**config.mk**
```make
export PLATFORM = sky130hd
export DESIGN_NAME = dmc_ctrl
export DESIGN_NICKNAME = d
export VERILOG_FILES = /design/src/rtl/dmc_ctrl.sv
export SDC_FILE = /design/constraint.sdc
export NUM_CORES = 2
export LEC_CHECK = 0
export ABC_CLOCK_PERIOD_IN_PS = 9900
export BUFFER_PORTS_ARGS = -buffer_cell sky130_fd_sc_hd__buf_2
export CAP_MARGIN = 25
export CORE_MARGIN = 2
export CORE_UTILIZATION = 65
export DETAILED_ROUTE_END_ITERATION = 10
export PLACE_DENSITY_LB_ADDON = 0.1
export SLEW_MARGIN = 20
export SYNTH_ARGS = -nofsm -noshare
export SYNTH_HDL_FRONTEND = slang
export SYNTH_SLANG_ARGS = --single-unit
```
**constraint.sdc**
```tcl
create_clock -name clk -period 9.9 [get_ports clk]
set_input_delay 1.98 -clock clk [delete_from_list [all_inputs] [get_ports clk]]
set_output_delay 1.98 -clock clk [all_outputs]
set_load 0.05 [all_outputs]
```
**src/rtl/dmc_ctrl.sv**
```systemverilog
// Controller for a direct-mapped, write-back, write-allocate cache with one-word lines.
// Owns the tag/valid/dirty state and sequences lookup, writeback and fill over a req/ack port.
module dmc_ctrl #(
  parameter int ADDR_W  = 12,
  parameter int DATA_W  = 16,
  parameter int INDEX_W = 8,
  parameter int CNT_W   = 16
) (
  input  logic               clk,
  input  logic               clr,
  input  logic [ADDR_W-1:0]  cpu_addr,
  input  logic               cpu_rd,
  input  logic               cpu_wr,
  input  logic [DATA_W-1:0]  cpu_din,
  output logic [DATA_W-1:0]  cpu_dout,
  output logic               cpu_ready,
  output logic               cache_hit,
  output logic               busy,
  output logic [INDEX_W-1:0] dary_addr,
  output logic               dary_we,
  output logic [DATA_W-1:0]  dary_wdata,
  input  logic [DATA_W-1:0]  dary_rdata,
  output logic [ADDR_W-1:0]  mem_addr,
  output logic               mem_rd,
  output logic               mem_wr,
  output logic [DATA_W-1:0]  mem_dout,
  input  logic [DATA_W-1:0]  mem_din,
  input  logic               mem_ack,
  output logic [CNT_W-1:0]   hit_cnt,
  output logic [CNT_W-1:0]   miss_cnt
);
  localparam int TAG_W = ADDR_W - INDEX_W;
  localparam int LINES = 1 << INDEX_W;

  typedef enum logic [2:0] {IDLE, LOOKUP, WB, FILL, DONE} state_t;

  state_t             state;
  logic [ADDR_W-1:0]  addr_q;
  logic [DATA_W-1:0]  din_q;
  logic               wr_q;
  logic [LINES-1:0]   valid_q;
  logic [LINES-1:0]   dirty_q;
  logic [TAG_W-1:0]   tag_mem [LINES];

  logic [INDEX_W-1:0] idx;
  logic [TAG_W-1:0]   tag;
  logic               hit;
  logic               line_dirty;
  logic               lookup_hit;
  logic               install;

  assign idx = addr_q[INDEX_W-1:0];
  assign tag = addr_q[ADDR_W-1:INDEX_W];

  // The data array reads synchronously, so the incoming index is presented while still idle.
  assign dary_addr = (state == IDLE) ? cpu_addr[INDEX_W-1:0] : idx;

  // NOTE: every always_comb output is assigned a default first, so no path can infer a latch.
  always_comb begin
    hit        = valid_q[idx] && (tag_mem[idx] == tag);
    line_dirty = valid_q[idx] && dirty_q[idx];
    lookup_hit = (state == LOOKUP) && hit;
    install    = 1'b0;
    case (state)
      LOOKUP:  install = !hit && !line_dirty && wr_q;
      WB:      install = mem_ack && wr_q;
      FILL:    install = mem_ack;
      default: install = 1'b0;
    endcase
  end

  // NOTE: the tag array is deliberately not reset; valid_q qualifies every tag compare.
  always_ff @(posedge clk) begin
    if (install) tag_mem[idx] <= tag;
  end

  // NOTE: sequential state uses non-blocking assignments only, so every register sees pre-edge values.
  always_ff @(posedge clk or negedge clr) begin
    if (!clr) begin
      state      <= IDLE;
      addr_q     <= '0;
      din_q      <= '0;
      wr_q       <= 1'b0;
      valid_q    <= '0;
      dirty_q    <= '0;
      cpu_dout   <= '0;
      cpu_ready  <= 1'b0;
      cache_hit  <= 1'b0;
      busy       <= 1'b0;
      dary_we    <= 1'b0;
      dary_wdata <= '0;
      mem_addr   <= '0;
      mem_rd     <= 1'b0;
      mem_wr     <= 1'b0;
      mem_dout   <= '0;
      hit_cnt    <= '0;
      miss_cnt   <= '0;
    end else begin
      cpu_ready <= 1'b0;
      dary_we   <= 1'b0;
      case (state)
        IDLE: begin
          if (cpu_rd || cpu_wr) begin
            addr_q <= cpu_addr;
            din_q  <= cpu_din;
            wr_q   <= !cpu_rd;
            busy   <= 1'b1;
            state  <= LOOKUP;
          end
        end
        LOOKUP: begin
          if (hit) begin
            cache_hit <= 1'b1;
            if (wr_q) begin
              dary_we      <= 1'b1;
              dary_wdata   <= din_q;
              dirty_q[idx] <= 1'b1;
            end else begin
              cpu_dout <= dary_rdata;
            end
          end else if (line_dirty) begin
            mem_addr <= {tag_mem[idx], idx};
            mem_dout <= dary_rdata;
            mem_wr   <= 1'b1;
            state    <= WB;
          end else if (!wr_q) begin
            mem_addr <= addr_q;
            mem_rd   <= 1'b1;
            state    <= FILL;
          end
        end
        WB: begin
          if (mem_ack) begin
            mem_wr <= 1'b0;
            if (!wr_q) begin
              mem_addr <= addr_q;
              mem_rd   <= 1'b1;
              state    <= FILL;
            end
          end
        end
        FILL: begin
          if (mem_ack) mem_rd <= 1'b0;
        end
        DONE: begin
          busy  <= 1'b0;
          state <= IDLE;
        end
        default: state <= IDLE;
      endcase

      // Every miss finishes by installing the new line; a write miss needs no fill.
      if (install) begin
        valid_q[idx] <= 1'b1;
        dirty_q[idx] <= wr_q;
        dary_we      <= 1'b1;
        dary_wdata   <= wr_q ? din_q : mem_din;
        cache_hit    <= 1'b0;
        if (!wr_q) cpu_dout <= mem_din;
      end

      if (lookup_hit || install) begin
        state     <= DONE;
        cpu_ready <= 1'b1;
      end

      if (lookup_hit && hit_cnt != '1) hit_cnt <= hit_cnt + CNT_W'(1);
      if (install && miss_cnt != '1)   miss_cnt <= miss_cnt + CNT_W'(1);
    end
  end
endmodule

```
==> results.py <==
metrics = {
    "global_routing": {
        "antenna_found_initial": 1,
        "grt_max_degree": 189,
        "grt_pass1_vias": 42548,
        "grt_pass1_wl_um": 291000,
        "grt_overflow": 0,
        "track_usage_pct": 36.3,
    },
    "synthesis": {
        "synth_seq_cells": 1666,
        "synth_top_area_cell": "edfxtp_1",
        "synthArstFlopShare_pct": 38.5,
        "syn_area_per_cell_um2": 14.9,
        "syn-num-nets": 4741,
        "synth-edff-count": 1024,
        "syn-cell-area_um2": 69600,
        "ys_warn_count": 0,
        "dominantRegCellSynth": "edfxtp_1",
        "ys_top_cells_by_area": "edfxtp_1 (44%), dfrtp_1 (23%), mux4_2 (10%)",
        "synth_cells": 4674,
        "synth_top_cell_area_share_pct": 44.2,
        "synth_cell_types": 82,
        "yosysSeqAreaShare_pct": 67.3,
    },
    "power": {
        "p_int_w": 0.0152,
        "p_comb_share_pct": 34.6,
        "switching_share_pct": 37.4,
        "ir_worst_vdd_mv": 0.283,
        "total_power_w": 0.0243,
        "p_switching_w": 0.00911,
        "leakage_nw": 29.2,
        "powerDensity_nw_per_um2": 315,
        "sequentialPowerShare_pct": 39.3,
        "clkPwrFrac_pct": 26.1,
    },
    "sta": {
        "report.final.hold_viol_count": 0,
        "period_share_pct": 71.8,
        "worst_hold_slack_ns": 0.459,
        "slew_viol_final": 0,
        "finalSetupTns_ns": 0,
        "slew_headroom_pct": 21.5,
        "clock.fmax_mhz": 141,
        "setup_violations": 0,
        "skew_ns": 0.0407,
        "max_slew.worst_pin.slew_ns": 1.18,
        "rsz0062_at_grt": "false",
        "timing.final.crit_period_ns": 7.11,
    },
    "setup_path": {
        "cp_max_fo": 82,
        "crit_required_ns": 10.55,
        "worstReg2RegEnd": "valid_q[60]$_DFFE_PN0P_",
        "crit_path_frequent_cell": "buf_4",
        "crit_arrival_ns": 7.76,
        "cpPeakStageDelay_ns": 0.81,
        "crit_chain": "buf_4 -> buf_4 -> mux4_2 -> a22oi_1 -> nand2_1 -> a21oi_1 -> a311oi_1 -> o32a_1 -> mux2i_1 -> or4_1 -> o211ai_1 -> buf_12 -> buf_4 -> nor2_1 -> or2_2",
        "crit_path_end": "valid_q[60]$_DFFE_PN0P_",
        "crit_slowest_cell": "dfrtp_4",
        "path_class": "reg -> reg",
        "critPathLaunchType": "flip-flop",
        "r2r-start": "addr_q[0]$_DFFE_PN0P_",
        "reg2reg_depth": 15,
        "rrSetupSlack_ns": 2.79,
        "crit_start": "addr_q[0]$_DFFE_PN0P_",
        "end_kind": "flip-flop",
    },
    "final_layout": {
        "nets": 4852,
        "instances_no_fill": 6334,
        "area_delta_synth_final_pct": 10.9,
        "drive_gt1_share_pct": 23.5,
    },
    "die": {
        "io_pins": 171,
        "die-width_um": 331,
        "fp-row-count": 120,
        "die_h_um": 331,
        "start_util_pct": 65.3,
        "fp.coreArea_um2": 107000,
        "dieArea_um2": 110000,
    },
    "clock_tree": {
        "path_clk_slew_ns": 0.06,
        "ctsLongestPathBuffers": 3,
        "htreeDepth": 4,
        "postCtsHoldBufs": 0,
        "cts_tree": "built",
        "cts_resized": 0,
        "clock-sinks": 1666,
        "cts_root_buf": "clkbuf_16",
        "cts_buffers": 164,
        "worstSkewPairLatency_ns": 0.80,
        "post-cts-setup-buffers": 0,
    },
    "placed_design": {
        "gp_congestion": 0.916,
        "placed_cells": 6019,
        "portBuffers": 170,
        "hpwl_um": 121000,
    },
    "routing": {
        "drt-initial-drc-count": 6375,
        "via_count": 43781,
        "viasPerCell": 6.91,
        "postRouteAntennaNets": 0,
        "drc": 0,
        "avgRoutedWirePerCell_um": 31.1,
        "first_pass_iters": 6,
        "wl_um": 197000,
    },
    "worst_hold_path": {
        "hold_path.class": "reg -> reg",
    },
    "flow_run": {
        "drv_cap": 0,
    },
    "outcome": {
        "status": "finished, final reports clean",
    },
}
[layer usage]
metal	GRT usage (%)	wire, um
met5	0	12
met4	14.2	8220
met3	9.58	23500
met2	53.2	89400
met1	53.1	76000
[worst max-delay path, delay by kind of cell, from the launching register on]
family / cells / cell delay (ns)
muxes: 2 / 0.74
DFF: 1 / 0.81
buffers and inverters: 4 / 2.31
AOI/OAI and AO/OA: 5 / 1.53
and+or+nand+nor: 4 / 1.50
[flip-flops by register name, summed over array words and instances, names as in the netlist, 3 cells and up]
| signal | cells |
|---|---|
| miss_cnt | 16 |
| cpu_dout | 16 |
| hit_cnt | 16 |
| state | 3 |
| dary_wdata | 16 |
| mem_addr | 12 |
| valid_q | 256 |
| addr_q | 12 |
| mem_dout | 16 |
| tag_mem | 1024 |
| din_q | 16 |
| dirty_q | 256 |
[logic make-up (layout without fill, tap and decap cells)]
kind of cell	count (synthesis)	count (layout)	synth area share, %
xor+xnor	29	29	0.365
other cells	0	3	0
fa+ha+maj	2	2	0.0360
mux	564	564	14.0
buf+inv	336	590	2.73
simple gates	1200	1200	8.15
flops	1666	1666	67.3
compound gates	877	877	7.43
[worst min path at each step]
stage | from | to | slack, ns | depth (start not counted)
finish | valid_q[206]$_DFFE_PN0P_ | valid_q[206]$_DFFE_PN0P_ | 0.46 | 1
global route | valid_q[154]$_DFFE_PN0P_ | valid_q[154]$_DFFE_PN0P_ | 0.47 | 1
CTS | valid_q[127]$_DFFE_PN0P_ | valid_q[127]$_DFFE_PN0P_ | 0.46 | 1
detailed placement | valid_q[127]$_DFFE_PN0P_ | valid_q[127]$_DFFE_PN0P_ | 0.45 | 1
global placement | valid_q[136]$_DFFE_PN0P_ | valid_q[136]$_DFFE_PN0P_ | 0.44 | 1
floorplan | valid_q[141]$_DFFE_PN0P_ | valid_q[141]$_DFFE_PN0P_ | 0.42 | 1
[cells in the mapped netlist (all sizes together), types with 12 or more instances]
library cell / n
a21oi: 59
a221o: 16
a221oi: 12
a22o: 12
a22oi: 91
a31oi: 32
and3: 15
buf: 164
clkbuf: 156
dfrtp: 642
edfxtp: 1024
inv: 16
mux2: 82
mux2i: 164
mux4: 318
nand2: 416
nand2b: 15
nand3: 39
nor2: 335
nor2b: 15
nor3: 29
nor4: 16
o21ai: 557
o22ai: 12
or2: 259
or3b: 16
xor2: 24
[area by class of cell]
type,instances,area [um2]
Tap cell,1403,1760
Inverter,16,60.1
Clock inverter,89,933
Timing Repair Buffer,265,1840
Fill cell,6811,29400
Multi-Input combinational cell,2672,21200
Antenna cell,3,7.51
Clock buffer,220,4570
Sequential cell,1666,46800
[metrics by stage]
step / worst slack (ns) / utilization [%] / instance area, um2
2_1_floorplan: 4.22 / - / 69600
3_3_place_gp: 3.05 / 67.2 / 71600
3_5_place_dp: 2.92 / 67.2 / 71700
4_1_cts: 2.85 / 72.4 / 77200
5_1_grt: 2.52 / 72.4 / 77200
6_report: 2.79 / 72.4 / 77200
[power by group through the flow]
stage	Sequential, W	Combinational (W)	Clock (W)
global placement	0.00964	0.00811	0
floorplan	0.0101	0.00482	0
CTS	0.00954	0.00825	0.00638
detailed placement	0.00967	0.00821	0
finish	0.00956	0.00841	0.00636
global route	0.00964	0.00871	0.00665
[cell usage in the layout, fill, tap and decap left out, drive strengths merged, types with 164 or more instances in the layout]
cell / n
edfxtp: 1024
dfrtp: 642
o21ai: 557
nand2: 416
nor2: 335
mux4: 318
buf: 265
or2: 259
clkbuf: 220
mux2i: 164
No activity file was read; power rests on OpenSTA's default activity.
